--- config.mk ---
export PLATFORM = sky130hd
export DESIGN_NAME = mips32_fetch_stage_flat
export DESIGN_NICKNAME = d
export VERILOG_FILES = /design/src/rtl/mips32_pkg.sv /design/src/rtl/mips32_fetch_stage_if.sv /design/src/rtl/mips32_ifid_reg.sv /design/src/rtl/mips32_fetch_stage.sv /design/src/flat_wrapper.sv
export SDC_FILE = /design/constraint.sdc
export NUM_CORES = 1
export LEC_CHECK = 0
export BUFFER_PORTS_ARGS = -buffer_cell sky130_fd_sc_hd__buf_2
export CELL_PAD_IN_SITES_DETAIL_PLACEMENT = 0
export CELL_PAD_IN_SITES_GLOBAL_PLACEMENT = 1
export CORE_ASPECT_RATIO = 1.25
export CORE_UTILIZATION = 38
export CTS_CLUSTER_DIAMETER = 40
export DETAILED_ROUTE_END_ITERATION = 10
export MAX_ROUTING_LAYER = met4
export PLACE_DENSITY = 0.82
export SETUP_SLACK_MARGIN = 0.02
export SLEW_MARGIN = 20
export SYNTH_ARGS = -nofsm -noshare
export SYNTH_HDL_FRONTEND = slang
export SYNTH_SLANG_ARGS = --single-unit
--- constraint.sdc ---
create_clock -name Clk -period 5.22 [get_ports Clk]
set_clock_uncertainty 0.1 [all_clocks]
set_input_delay 0.261 -clock Clk [delete_from_list [all_inputs] [get_ports Clk]]
set_output_delay 0.261 -clock Clk [all_outputs]
set_load 0.03 [all_outputs]
--- src/rtl/mips32_pkg.sv ---
// Shared definitions for the MIPS32 instruction-fetch stage: fetch FSM encoding and
// architectural defaults for the reset vector and the bubble instruction word.
package mips32_pkg;

  typedef logic [1:0] fetch_state_t;

  localparam fetch_state_t S_REQ  = 2'd0;
  localparam fetch_state_t S_WAIT = 2'd1;
  localparam fetch_state_t S_HOLD = 2'd2;

  localparam logic [31:0] RESET_VECTOR_DEFAULT = 32'h0000_0000;
  localparam logic [31:0] NOP_WORD_DEFAULT     = 32'h0000_0000;

endpackage

--- src/rtl/mips32_fetch_stage_if.sv ---
// Instruction-memory request/response channel between the fetch stage (master) and
// the instruction memory (slave).
interface mips32_fetch_stage_if #(
  parameter int unsigned ADDR_W = 32
);
  logic              Imem_Req_Valid;
  logic              Imem_Req_Ready;
  logic [ADDR_W-1:0] Imem_Addr;
  logic              Imem_Rsp_Valid;
  logic [31:0]       Imem_Rsp_Data;

  modport master (
    output Imem_Req_Valid,
    output Imem_Addr,
    input  Imem_Req_Ready,
    input  Imem_Rsp_Valid,
    input  Imem_Rsp_Data
  );

  modport slave (
    input  Imem_Req_Valid,
    input  Imem_Addr,
    output Imem_Req_Ready,
    output Imem_Rsp_Valid,
    output Imem_Rsp_Data
  );
endinterface

--- src/rtl/mips32_ifid_reg.sv ---
// IF/ID pipeline register: flush beats stall, stall holds every field, and an enabled
// cycle with nothing to load inserts a bubble.
module mips32_ifid_reg
  import mips32_pkg::*;
#(
  parameter int unsigned ADDR_W   = 32,
  parameter logic [31:0] NOP_WORD = NOP_WORD_DEFAULT
) (
  input  logic              Clk,
  input  logic              Reset,
  input  logic              enable,
  input  logic              flush,
  input  logic              load,
  input  logic [31:0]       instr_in,
  input  logic [ADDR_W-1:0] pc_plus_4_in,
  output logic              valid,
  output logic [31:0]       instr,
  output logic [ADDR_W-1:0] pc_plus_4
);

  logic              valid_q;
  logic [31:0]       instr_q;
  logic [ADDR_W-1:0] pc_plus_4_q;

  // PC+4 is left untouched on flush and bubble; only a real load replaces it.
  always_ff @(posedge Clk or posedge Reset) begin
    if (Reset) begin
      valid_q     <= 1'b0;
      instr_q     <= NOP_WORD;
      pc_plus_4_q <= '0;
    end else if (flush) begin
      valid_q <= 1'b0;
      instr_q <= NOP_WORD;
    end else if (enable) begin
      if (load) begin
        valid_q     <= 1'b1;
        instr_q     <= instr_in;
        pc_plus_4_q <= pc_plus_4_in;
      end else begin
        valid_q <= 1'b0;
        instr_q <= NOP_WORD;
      end
    end
  end

  assign valid     = valid_q;
  assign instr     = instr_q;
  assign pc_plus_4 = pc_plus_4_q;

endmodule

--- src/rtl/mips32_fetch_stage.sv ---
// MIPS32 IF stage: PC, single-outstanding imem handshake, wrong-path kill and IF/ID register.
// Optional perf counters Fetch_Count/Stall_Count when MIPS32_FETCH_PERF_EN is defined.
module mips32_fetch_stage
  import mips32_pkg::*;
#(
  parameter logic [31:0] RESET_VECTOR = RESET_VECTOR_DEFAULT,
  parameter int unsigned ADDR_W       = 32,
  parameter logic [31:0] NOP_WORD     = NOP_WORD_DEFAULT
) (
  input  logic                 Clk,
  input  logic                 Reset,
  input  logic                 PC_Enable,
  input  logic                 PCSrc_MEM,
  input  logic [ADDR_W-1:0]    Branch_Dest_MEM,
  mips32_fetch_stage_if.master imem,
  output logic [ADDR_W-1:0]    PC_IF,
  output logic [ADDR_W-1:0]    Next_PC_IF,
  output logic [31:0]          Instruction_ID,
  output logic [ADDR_W-1:0]    PC_Plus_4_ID,
  output logic                 Valid_ID,
  output logic                 Fetch_Stall
`ifdef MIPS32_FETCH_PERF_EN
  ,
  output logic [31:0]          Fetch_Count,
  output logic [31:0]          Stall_Count
`endif
);

  fetch_state_t      state_q, state_d;
  logic [ADDR_W-1:0] pc_q, pc_d;
  logic              kill_q, kill_d;
  logic [31:0]       hold_q, hold_d;
  logic              rsp_live;
  logic              deliver;
  logic [31:0]       deliver_word;
  logic [ADDR_W-1:0] pc_plus_4;

  assign pc_plus_4           = pc_q + ADDR_W'(4);
  assign imem.Imem_Req_Valid = (state_q == S_REQ) && !PCSrc_MEM;
  assign imem.Imem_Addr      = pc_q;
  assign rsp_live            = (state_q == S_WAIT) && imem.Imem_Rsp_Valid && !kill_q;
  assign deliver             = PC_Enable && !PCSrc_MEM && (rsp_live || (state_q == S_HOLD));
  assign deliver_word        = (state_q == S_HOLD) ? hold_q : imem.Imem_Rsp_Data;
  assign Fetch_Stall         = PC_Enable && !rsp_live && (state_q != S_HOLD);

  always_comb begin
    state_d = state_q;
    pc_d    = pc_q;
    kill_d  = kill_q;
    hold_d  = hold_q;
    if (PCSrc_MEM) begin
      pc_d = Branch_Dest_MEM & ~ADDR_W'(3);
      case (state_q)
        // The outstanding response is wrong-path: drop it now or mark it for dropping.
        S_WAIT: begin
          if (imem.Imem_Rsp_Valid) begin
            state_d = S_REQ;
            kill_d  = 1'b0;
          end else begin
            kill_d = 1'b1;
          end
        end
        S_HOLD:  state_d = S_REQ;
        default: state_d = S_REQ;
      endcase
    end else begin
      case (state_q)
        S_REQ: begin
          if (imem.Imem_Req_Ready) state_d = S_WAIT;
        end
        S_WAIT: begin
          if (imem.Imem_Rsp_Valid) begin
            if (kill_q) begin
              kill_d  = 1'b0;
              state_d = S_REQ;
            end else if (PC_Enable) begin
              state_d = S_REQ;
            end else begin
              hold_d  = imem.Imem_Rsp_Data;
              state_d = S_HOLD;
            end
          end
        end
        S_HOLD: begin
          if (PC_Enable) state_d = S_REQ;
        end
        default: state_d = S_REQ;
      endcase
      if (deliver) pc_d = pc_plus_4;
    end
  end

  always_ff @(posedge Clk or posedge Reset) begin
    if (Reset) begin
      state_q <= S_REQ;
      pc_q    <= RESET_VECTOR[ADDR_W-1:0];
      kill_q  <= 1'b0;
      hold_q  <= NOP_WORD;
    end else begin
      state_q <= state_d;
      pc_q    <= pc_d;
      kill_q  <= kill_d;
      hold_q  <= hold_d;
    end
  end

  assign PC_IF      = pc_q;
  assign Next_PC_IF = pc_d;

  mips32_ifid_reg #(
    .ADDR_W   (ADDR_W),
    .NOP_WORD (NOP_WORD)
  ) u_ifid (
    .Clk          (Clk),
    .Reset        (Reset),
    .enable       (PC_Enable),
    .flush        (PCSrc_MEM),
    .load         (deliver),
    .instr_in     (deliver_word),
    .pc_plus_4_in (pc_plus_4),
    .valid        (Valid_ID),
    .instr        (Instruction_ID),
    .pc_plus_4    (PC_Plus_4_ID)
  );

`ifdef MIPS32_FETCH_PERF_EN
  logic [31:0] fetch_count_q, stall_count_q;

  always_ff @(posedge Clk or posedge Reset) begin
    if (Reset) begin
      fetch_count_q <= '0;
      stall_count_q <= '0;
    end else begin
      if (deliver && (fetch_count_q != '1))     fetch_count_q <= fetch_count_q + 32'd1;
      if (Fetch_Stall && (stall_count_q != '1)) stall_count_q <= stall_count_q + 32'd1;
    end
  end

  assign Fetch_Count = fetch_count_q;
  assign Stall_Count = stall_count_q;
`endif

endmodule

--- src/flat_wrapper.sv ---
// flat-port wrapper written by rule: the top's interface ports become plain ports
module mips32_fetch_stage_flat import mips32_pkg::*;
#(
  parameter logic [31:0] RESET_VECTOR = RESET_VECTOR_DEFAULT,
  parameter int unsigned ADDR_W       = 32,
  parameter logic [31:0] NOP_WORD     = NOP_WORD_DEFAULT
)
  (Clk, Reset, PC_Enable, PCSrc_MEM, Branch_Dest_MEM, PC_IF, Next_PC_IF, Instruction_ID, PC_Plus_4_ID, Valid_ID, Fetch_Stall, imem_Imem_Req_Valid, imem_Imem_Addr, imem_Imem_Req_Ready, imem_Imem_Rsp_Valid, imem_Imem_Rsp_Data);
  mips32_fetch_stage_if #(.ADDR_W(ADDR_W)) imem_i ();
  input  logic Clk;
  input  logic Reset;
  input  logic PC_Enable;
  input  logic PCSrc_MEM;
  input  logic [ADDR_W-1:0] Branch_Dest_MEM;
  output logic [ADDR_W-1:0] PC_IF;
  output logic [ADDR_W-1:0] Next_PC_IF;
  output logic [31:0] Instruction_ID;
  output logic [ADDR_W-1:0] PC_Plus_4_ID;
  output logic Valid_ID;
  output logic Fetch_Stall;
  output wire logic [$bits(imem_i.Imem_Req_Valid)-1:0] imem_Imem_Req_Valid;
  output wire logic [$bits(imem_i.Imem_Addr)-1:0] imem_Imem_Addr;
  input wire logic [$bits(imem_i.Imem_Req_Ready)-1:0] imem_Imem_Req_Ready;
  input wire logic [$bits(imem_i.Imem_Rsp_Valid)-1:0] imem_Imem_Rsp_Valid;
  input wire logic [$bits(imem_i.Imem_Rsp_Data)-1:0] imem_Imem_Rsp_Data;
  assign imem_Imem_Req_Valid = imem_i.Imem_Req_Valid;
  assign imem_Imem_Addr = imem_i.Imem_Addr;
  assign imem_i.Imem_Req_Ready = imem_Imem_Req_Ready;
  assign imem_i.Imem_Rsp_Valid = imem_Imem_Rsp_Valid;
  assign imem_i.Imem_Rsp_Data = imem_Imem_Rsp_Data;
  mips32_fetch_stage #(.RESET_VECTOR(RESET_VECTOR), .ADDR_W(ADDR_W), .NOP_WORD(NOP_WORD)) u_core (.Clk(Clk), .Reset(Reset), .PC_Enable(PC_Enable), .PCSrc_MEM(PCSrc_MEM), .Branch_Dest_MEM(Branch_Dest_MEM), .imem(imem_i), .PC_IF(PC_IF), .Next_PC_IF(Next_PC_IF), .Instruction_ID(Instruction_ID), .PC_Plus_4_ID(PC_Plus_4_ID), .Valid_ID(Valid_ID), .Fetch_Stall(Fetch_Stall));
endmodule
# Word-level counts from Yosys, hierarchy flattened
# Cells that the tools add are included.
# totals
wordCells	58
out_inout_bits	163
romBits	0
mem_count	0
reg_bits	132
mem_bits_rw	0
input_bits	70
latchBits	0
# classes
div_mod_pow	0
muxes	23
add_sub_neg	1
shift	0
multipliers	0
bitwise	3
eq_ne	6
magnitude_cmp	0
reduce_logical	18
# op_table
operator	n
two-way mux 32 bit	6
adder 32 x 3 -> 32 bit, second input constant	1
two-way mux 2 bit	8
two-way mux 1 bit	8
logical AND 1 bit	7
!= test 3 bit, second input constant	2
one-hot mux 2 bit (3 select lines)	1
AND reduction 3 bit	2
AND reduction 5 bit	1
!= test 2 bit, second input constant	2
nonzero test 2 bit	2
zero test 1 bit	3
inverter 1 bit	3
== test 2 x 1 -> 1 bit, second input constant	1
== test 2 bit, second input constant	1
zero test 2 bit	1
AND reduction 2 bit	1
logical OR 1 bit	1

# Depth between registers and ports, before layout
# Gate-level depths: netlist of run 1.
# depth
depth_word	8
mapped_depth	8
depth_no_buf	5

# Cells and area by module
# A second synthesis of run 1 with hierarchy kept.
# unflattened
hier_cells	656
area_unflattened_um2	7133.1
# by_module_without_submodules
mod	area_per_inst_um2	n_inst	cells_each	seq_area_each_um2
mips32_fetch_stage	4376.7	1	441	1676.6
mips32_ifid_reg	2756.4	1	215	1626.6

# Worst setup path before layout of run 1
# OpenSTA, ideal clock, no wires.
# synth_timing
kind	reg2out
start	reg u_core.pc_q[2] (netlist: u_core.PC_IF[2])
end	out Next_PC_IF[18]
n_path_buf	0
setup_slack_ns	2.166
required_time_ns	4.859
arrival_time_ns	2.693
stages_incl_launch_ff	6
cell_sequence	dfrtp_1 > ha_1 > nand3_2 > or4_4 > or4_1 > a31oi_1
# synth_via
elab_chain_cells	3
# synth_lines
item	line_no	source
start: declaration	mips32_fetch_stage.sv:30	logic [ADDR_W-1:0] pc_q, pc_d;
start signal: assignment	mips32_fetch_stage.sv:96	pc_q <= RESET_VECTOR[ADDR_W-1:0];
start signal: assignment	mips32_fetch_stage.sv:101	pc_q <= pc_d;
adder 32 x 3 -> 32 bit	mips32_fetch_stage.sv:38	assign pc_plus_4 = pc_q + ADDR_W'(4);
two-way mux 32 bit	mips32_fetch_stage.sv:89	if (deliver) pc_d = pc_plus_4;
two-way mux 32 bit	mips32_fetch_stage.sv:51	if (PCSrc_MEM) begin
end: declaration	flat_wrapper.sv:16	output logic [ADDR_W-1:0] Next_PC_IF;
# Every way passes these cells.

# Worst setup path after layout of run 1
# layout_timing
start	reg u_core.pc_q[6] (netlist: u_core.PC_IF[6])
end	out Next_PC_IF[21]
# Same word-level chain as after synthesis.

==> results.toml, run 1 <==
[sta]
setup_viol = 0
worstMarginPinSlew_ns = 1.01
hold_ws_ns = 0.0192
maxSlewViolCount = 0
fmax_mhz = 266
finalCritPeriodShare_pct = 72.0
period_needed_ns = 3.76
hold_violations = 0
fin_tns_setup_ns = 0
rsz0062_at_grt = "false"
slew-limit-headroom_pct = 31.8

[cells_and_area]
layout.area.seq_um2 = 3300
drive_gt1_share_pct = 34.5
fill_cells = 1586
syn_to_final_growth_pct = 31.3
final_net_count = 972
antennaDiodeCount = 0
multi_input_area_um2 = 2960

[run]
drv_cap = 0

[global_routing]
grt_max_degree = 86
antenna_found_initial = 0
overflow = 0
grt_pass1_wl_um = 31400
track_usage_pct = 22.9
grt_pass1_vias = 5863

[synthesis]
synth_edf_count = 0
synthSimpleGateAreaFrac_pct = 18.3
synth_area_um2 = 6710
synth_xor_area_share_pct = 2.35
yosys.area.top_type_share_pct = 49.2
synth_fa_ha_area_share_pct = 0.186
ys_seq_elements = 132
synth_top_family_by_area = "simple AND/OR/NAND/NOR gates"
synth_compound_area_share_pct = 12.5
synthDistinctLibCells = 50
ys_seq_area_share_pct = 49.2
muxShareOfSynthArea_pct = 10.3
synth_area_per_cell_um2 = 9.91
syn_inst = 677
yosysWarnings = 0
synth_top_cell_by_area = "dfrtp_1"
synth_top_flop_cell = "dfrtp_1"
ys_async_sr_fraction_pct = 100
synth_area_leaders = "dfrtp_1 49%, mux2_2 5.4%, nand2_1 5.3%"
syn_nets = 748

[status]
outcome = "complete, no violations"

[clocking]
cts-htree-levels = 4
worstSkewPairLatency_ns = 0.42
cts_buffers = 17
post_cts_buffers = 0
clock-sinks = 132
cts.clk_slew.worst_paths_ns = 0.06
clockRootBuffer = "clkbuf_16"
cts_buffer_depth = 2
cts_tree = "yes"

[drt]
drt_first_iter_violations = 383
wirelength_um = 19900
post-route-drc-count = 0
ant_nets = 0
vias = 6093
wire_per_inst_um = 17.5
dr.pass1.iters = 5
vias_per_cell = 5.37

[die]
num_rows = 53
core_um2 = 17000
die_h_um = 151
fp.dieArea_um2 = 18200
die_w_um = 121
floorplan.initialDensity_pct = 39.4
ios = 233

[worst_setup_path]
end_kind = "output pin"
cp.arrival_ns = 3.40
critPathLaunchType = "register"
crit_fanout = 26
worst_ep_required_time_ns = 4.86
critPathKind = "register to output pin"

[placed_design]
numPortBuffers = 230
gp_congestion = 0.856
dp_hpwl_um = 13300

[power]
p_per_area_nw_per_um2 = 413
power_leakage_uw = 0.00411
vdd_drop_max_v = 0.000218

[min_path]
hold_class = "primary input to register"
-- power breakdown --
group | total (µW) | switching (µW) | internal [µW]
clock network | 1150 | 526 | 629
logic | 1030 | 679 | 354
registers | 1460 | 182 | 1270
total | 3640 | 1390 | 2260
-- per-layer routing --
metal | up-vias | GRT usage, % | wire length [µm]
met5 | - | - | 0
met4 | 0 | 7.59 | 346
met3 | 26 | 4.89 | 1250
met2 | 252 | 37.7 | 9670
met1 | 2931 | 28.0 | 8610
li1 | 2884 | - | -
-- worst max-delay path: stages, from the launching register on --
cell	delay, ns
dfrtp_1	0.51
nand3_1	0.36
or4_1	1.01
or4_1	0.60
a31oi_1	0.23
buf_2	0.26
-- flip-flops by register name, summed over array words and instances (netlist names) --
name / cells
u_core.PC_IF: 32
u_core.hold_q: 32
u_core.u_ifid.instr: 32
u_core.u_ifid.pc_plus_4: 32
u_core.state_q: 2
u_core.kill_q: 1
u_core.u_ifid.valid: 1
-- layout by cell type (no fill, tap or decap), types with 3 or more instances in the layout --
master         Yosys  layout
buf_4             34       9
nor2b_1            8       7
and4_1             5       5
dfrtp_1          132     132
buf_2             10     230
clkbuf_16          0      17
xor2_1             5       5
nand3_1           30      30
o211ai_1           9       9
inv_6              0      11
o41ai_1            4       4
or3_1              8       8
or4_1             23      23
mux2_2            32      32
o31ai_1           13      13
o311ai_1           3       3
nor3_1             7       7
a22oi_1            3       3
clkinvlp_4         0       3
xnor2_1           13      13
a211oi_1           4       4
nand4b_1           4       4
a21oi_1            5       4
nand2_1           94      94
o21ai_1            6       5
and3_1             5       5
inv_1              5       4
dlygate4sd3_1      0      47
nor2_1            29      28
mux2i_1           33      33
nand4_1            9       9
o21ai_0           57      57
nor4_1             5       5
a31oi_1           24      24
-- through the flow --
stage	worst slack, ns	cell area (µm²)	std cells	total power [µW]	util, %
final	1.46	8810	1134	3640	51.7
after global routing	1.21	8810	1134	3820	51.7
after CTS	1.46	8800	1134	3660	51.7
after detailed placement	1.93	7780	1055	2480	45.6
after global placement	1.95	7780	1055	2460	45.6
after floorplan	1.33	6710	677	2170	-
-- worst paths after layout --
path,startpoint,depth (start not counted),slack [ns],endpoint
worst max-delay path,u_core.PC_IF[6],5,1.46,Next_PC_IF[21]
worst min-delay path,Branch_Dest_MEM[15],3,0.02,u_core.PC_IF[15]
worst max register to register,u_core.PC_IF[6],4,2.29,u_core.PC_IF[21]
worst min register to register,u_core.u_ifid.pc_plus_4[12],2,0.37,u_core.u_ifid.pc_plus_4[12]
max in group asynchronous,Reset,4,3.45,u_core.u_ifid.pc_plus_4[6]
min in group asynchronous,Reset,3,0.42,u_core.hold_q[23]
-- cells in the mapped netlist, drive strengths merged, types with 9 or more instances --
| cell | instances |
|---|---|
| dfrtp | 132 |
| nand2 | 94 |
| o21ai | 63 |
| buf | 52 |
| mux2i | 33 |
| mux2 | 32 |
| nand3 | 31 |
| clkbuf | 29 |
| nor2 | 29 |
| a31oi | 24 |
| or4 | 24 |
| o31ai | 13 |
| xnor2 | 13 |
| nand4 | 11 |
| o211ai | 9 |
-- repair_timing --
action | 4_1_cts | 5_1_grt
gates resized for setup | 0 | 0
hold endpoints to repair | 130 | 0
endpoints found under the setup margin | 0 | 0
hold buffers | 47 | 0
-- area by class of cell --
type,count,share of cell area (%)
Sequential cell,132,37.5
Tap cell,220,3.12
Multi-Input combinational cell,458,33.6
Clock buffer,17,4.83
Timing Repair Buffer,286,19.2
Clock inverter,15,1.51
Inverter,6,0.312
-- logic make-up (layout without fill, tap and decap cells) --
kind of cell,after synthesis,in the layout
simple gates,238,238
compound gates,136,136
flops,132,132
buf+inv,87,324
mux,65,65
xor+xnor,18,18
fa+ha+maj,1,1
Power figures use the tool's default switching activity.
==> run 2: changes to the inputs <==
Settings changed: CORE_UTILIZATION 38 to 34, PLACE_DENSITY 0.82 to 0.78.
Clock period 5.22 ns to 3.4 ns, I/O delays scaled along.
==> results.toml, run 2 (same netlist as run 1, synthesis figures left out) <==
[global_routing]
grt_pass1_wl_um = 33100
grt_pass1_vias = 6123
track_usage_pct = 21.7
grt_max_degree = 69
antenna_found_initial = 0
overflow = 0

[worst_setup_path]
crit_fanout = 26
rr_startpoint = "u_core.state_q[1]"
critPathLaunchType = "register"
startpoint = "u_core.PC_IF[5]"
end_kind = "output pin"
worst_ep_required_time_ns = 3.13
cp.arrival_ns = 2.95
critPathKind = "register to output pin"

[drt]
wirelength_um = 21100
wire_per_inst_um = 17.4
vias = 6150
vias_per_cell = 5.08
drt_first_iter_violations = 315
dr.pass1.iters = 4
post-route-drc-count = 0
ant_nets = 0

[sta]
setup_viol = 0
period_needed_ns = 3.22
finalCritPeriodShare_pct = 94.7
maxSlewViolCount = 0
hold_violations = 0
slew-limit-headroom_pct = 38.7
worstMarginPinSlew_ns = 0.918
rsz0062_at_grt = "false"
fin_tns_setup_ns = 0
fmax_mhz = 311

[placed_design]
numPortBuffers = 230
dp_hpwl_um = 14500
gp_congestion = 0.851

[clocking]
worstSkewPairLatency_ns = 0.42
cts_buffers = 17
clock-sinks = 132
cts-htree-levels = 4
cts_buffer_depth = 2
clockRootBuffer = "clkbuf_16"
cts_tree = "yes"
cts.clk_slew.worst_paths_ns = 0.07

[cells_and_area]
syn_to_final_growth_pct = 37.1
drive_gt1_share_pct = 34.9
final_cell_mix = "230 x buf_2, 130 x dfrtp_1, 94 x nand2_1"
antennaDiodeCount = 0
final_core_util_pct = 47.4
final_net_count = 1003
final_common_cell = "buf_2"

[power]
power_leakage_uw = 0.00425
p_per_area_nw_per_um2 = 620
vdd_drop_max_v = 0.000367

[min_path]
min-delay-start = "PCSrc_MEM"
hold_class = "primary input to register"

[die]
die_w_um = 128
die_h_um = 159
floorplan.initialDensity_pct = 34.6
core_um2 = 19400
num_rows = 57
fp.dieArea_um2 = 20300
ios = 233

[run]
drv_cap = 0

[status]
outcome = "complete, no violations"
## run 2: cell types whose count changed in the layout (fill, tap and decap cells not counted), moves of 2 or more
cell and change:
dfrtp_2 +2, clkinvlp_4 +2, dlygate4sd3_1 +18, dfrtp_1 -2
inv_6 -7, inv_8 +2, buf_4 +11
## run 2: timing repair
action	4_1_cts	5_1_grt
resized for setup	1	2
endpoints found under the setup margin	1	4
pin swaps	0	1
hold buffers	65	0
buffers inserted	0	1
cloned	0	1
endpoints found under the hold margin	119	0
## run 2: metal layers
layer / vias to the layer above / global-route usage (%) / wire (µm)
met1: 2945 / 25.9 / 9090
li1: 2951 / - / -
met3: 37 / 5.17 / 1150
met2: 217 / 35.7 / 10400
met4: 0 / 7.27 / 491
met5: - / - / 0
## run 2: final timing paths
| check | end | slack (ns) | cells past startpoint |
|---|---|---|---|
| worst max register to register | u_core.u_ifid.pc_plus_4[28] | 0.89 | 6 |
| worst min register to register | u_core.u_ifid.instr[3] | 0.37 | 2 |
| min in group asynchronous | u_core.PC_IF[0] | 0.29 | 3 |
| max in group asynchronous | u_core.PC_IF[8] | 1.97 | 4 |
| worst min-delay path | u_core.PC_IF[0] | 0.07 | 2 |
| worst max-delay path | Next_PC_IF[29] | 0.18 | 6 |
## run 2: area by class of cell
cell class / instances / area (µm²)
Clock buffer: 17 / 425
Sequential cell: 132 / 3310
Multi-Input combinational cell: 459 / 2970
Clock inverter: 15 / 165
Timing Repair Buffer: 316 / 1970
Fill cell: 1920 / 10200
Tap cell: 265 / 332
Inverter: 6 / 26.3
## run 2: worst max-delay path, cell delays in order (launching register included)
cell     delay (ns)
dfrtp_2        0.47
nand4_2        0.26
or4_1          0.57
buf_4          0.22
or4b_1         0.52
a31oi_1        0.23
buf_2          0.24
## run 2: power breakdown
part	switching, µW	leakage, µW	internal (µW)
clock	806	0.000278	1040
sequential	268	0.00166	1960
combinational	1070	0.00231	567
## run 2: per-stage QoR
stage	total power, µW	cells	cell area [µm²]	setup WS [ns]	hold WS (ns)
after floorplan	3330	677	6710	0.415	0.156
after global placement	3800	1111	7930	0.510	0.177
after detailed placement	3840	1111	7930	0.465	0.181
after CTS	5770	1208	9170	0.0679	0.0601
after global routing	5980	1210	9200	0.0457	0.104
final	5710	1210	9200	0.180	0.0741
==> run 3: changes to the inputs <==
Settings changed: CELL_PAD_IN_SITES_DETAIL_PLACEMENT 0 to 1, CELL_PAD_IN_SITES_GLOBAL_PLACEMENT 1 to 2, CORE_UTILIZATION 34 to 27, PLACE_DENSITY 0.78 to 0.77.
==> results.toml, run 3 (same netlist as run 1, synthesis figures left out) <==
[status]
outcome = "complete, no violations"

[die]
die_h_um = 178
num_rows = 64
fp.dieArea_um2 = 25500
die_w_um = 143
core_um2 = 24400
ios = 233
floorplan.initialDensity_pct = 27.5

[cells_and_area]
syn_to_final_growth_pct = 40.3
drive_gt1_share_pct = 35.5
fill_cells = 2807
fin_area_um2 = 9420
final_net_count = 1006
antennaDiodeCount = 0
final_common_cell = "buf_2"
final_cell_mix = "230 x buf_2, 131 x dfrtp_1, 93 x nand2_1"
final_cell_count_no_fill = 1278

[power]
vdd_drop_max_v = 0.000333
power_leakage_uw = 0.00432
p_per_area_nw_per_um2 = 645

[worst_setup_path]
r2r_setup_slack_ns = 0.93
worst_ep_required_time_ns = 3.13
crit_fanout = 26
crit_path_top_delay_cell = "or4_1"
cp.arrival_ns = 2.93
cp_cell_sequence = "nand3_2, or4_1, buf_4, or4b_1, a31oi_1, buf_2"
critPathLaunchType = "register"
end_kind = "output pin"
critPathKind = "register to output pin"
slowest_delay_ns = 0.54

[sta]
period_needed_ns = 3.20
hold_violations = 0
hold_ws_ns = 0.0132
fin_tns_setup_ns = 0
fmax_mhz = 312
maxSlewViolCount = 0
worstMarginPinSlew_ns = 0.961
setup_ws_ns = 0.196
rsz0062_at_grt = "true"
finalCritPeriodShare_pct = 94.2
setup_viol = 0
slew-limit-headroom_pct = 35.8

[drt]
ant_nets = 0
post-route-drc-count = 0
wire_per_inst_um = 18.5
vias_per_cell = 4.85
drt_first_iter_violations = 187
dr.pass1.iters = 5
vias = 6202
wirelength_um = 23700

[placed_design]
preCtsSetupSlack_ns = 0.516
placed_cell_area_um2 = 8060
dp_hpwl_um = 16600
numPortBuffers = 230
gp_congestion = 0.813
dp_cells = 1182

[clocking]
clock-sinks = 132
worstSkewPairLatency_ns = 0.43
cts-htree-levels = 4
post_cts_buffers = 0
cts_buffers = 17
cts_buffer_depth = 2
cts_tree = "yes"
cts.clk_slew.worst_paths_ns = 0.06
clockRootBuffer = "clkbuf_16"

[global_routing]
overflow = 0
grt_max_degree = 61
grt_pass1_vias = 6402
antenna_found_initial = 0
track_usage_pct = 19.6
grt_pass1_wl_um = 36400

[min_path]
hold_class = "primary input to register"

[run]
drv_cap = 0
run 3: cell types whose count changed in the layout (fill, tap and decap cells not counted), sizes merged, moves of 3 or more:
cell | previous run | this run
buf | 251 | 256
bufinv | 1 | 6
clkbuf | 17 | 20
inv | 12 | 4
run 3: stage by stage:
stage | power, µW | utilization (%)
after global routing | 6370 | 38.6
after global placement | 3850 | 33.0
after floorplan | 3330 | -
after CTS | 6160 | 38.5
final | 6070 | 38.6
after detailed placement | 3890 | 33.0
run 3: worst paths after layout:
check | startpoint | endpoint | cells after the start
hold reg to reg | u_core.u_ifid.valid | u_core.u_ifid.valid | 2
setup / recovery | u_core.PC_IF[7] | Next_PC_IF[29] | 6
max in group asynchronous | Reset | u_core.u_ifid.instr[29] | 4
setup reg to reg | u_core.PC_IF[7] | u_core.PC_IF[29] | 5
hold / removal | Branch_Dest_MEM[13] | u_core.PC_IF[13] | 3
min in group asynchronous | Reset | u_core.u_ifid.instr[4] | 3
run 3: worst max-delay path, delay by kind of cell (launching register included):
family                 cells  cell delay (ns)
AOI/OAI and AO/OA          1             0.21
buffers and inverters      2             0.46
DFF                        1             0.53
and+or+nand+nor            3             1.30
run 3: metal layers:
metal,wire [µm],vias to the layer above,share of wire [%],global-route usage (%)
met2,12100,172,51,33.8
li1,-,2938,-,-
met3,1370,17,5.8,4.89
met4,245,0,1.0,5.56
met1,9940,3075,42,22.4
met5,0,-,0,-
run 3: area by class of cell:
type | count | area, µm² | area share (%)
clock buffers | 20 | 467 | 4.96
flip-flops and latches | 132 | 3300 | 35.1
multi-input cells | 458 | 2980 | 31.7
inverters | 6 | 26.3 | 0.279
repair buffers | 320 | 2000 | 21.2
well taps | 330 | 413 | 4.39
clock inverters | 12 | 225 | 2.39
run 3: power breakdown:
| part | total [µW] | internal, µW | switching, µW |
|---|---|---|---|
| Combinational | 1700 | 581 | 1120 |
| Clock | 2170 | 1440 | 733 |
| Sequential | 2200 | 1960 | 248 |
run 3: repair_timing:
action	in CTS	in global routing
setup endpoints to repair	0	7
endpoints found under the hold margin	118	0
gates resized for setup	0	4
hold buffers	64	0
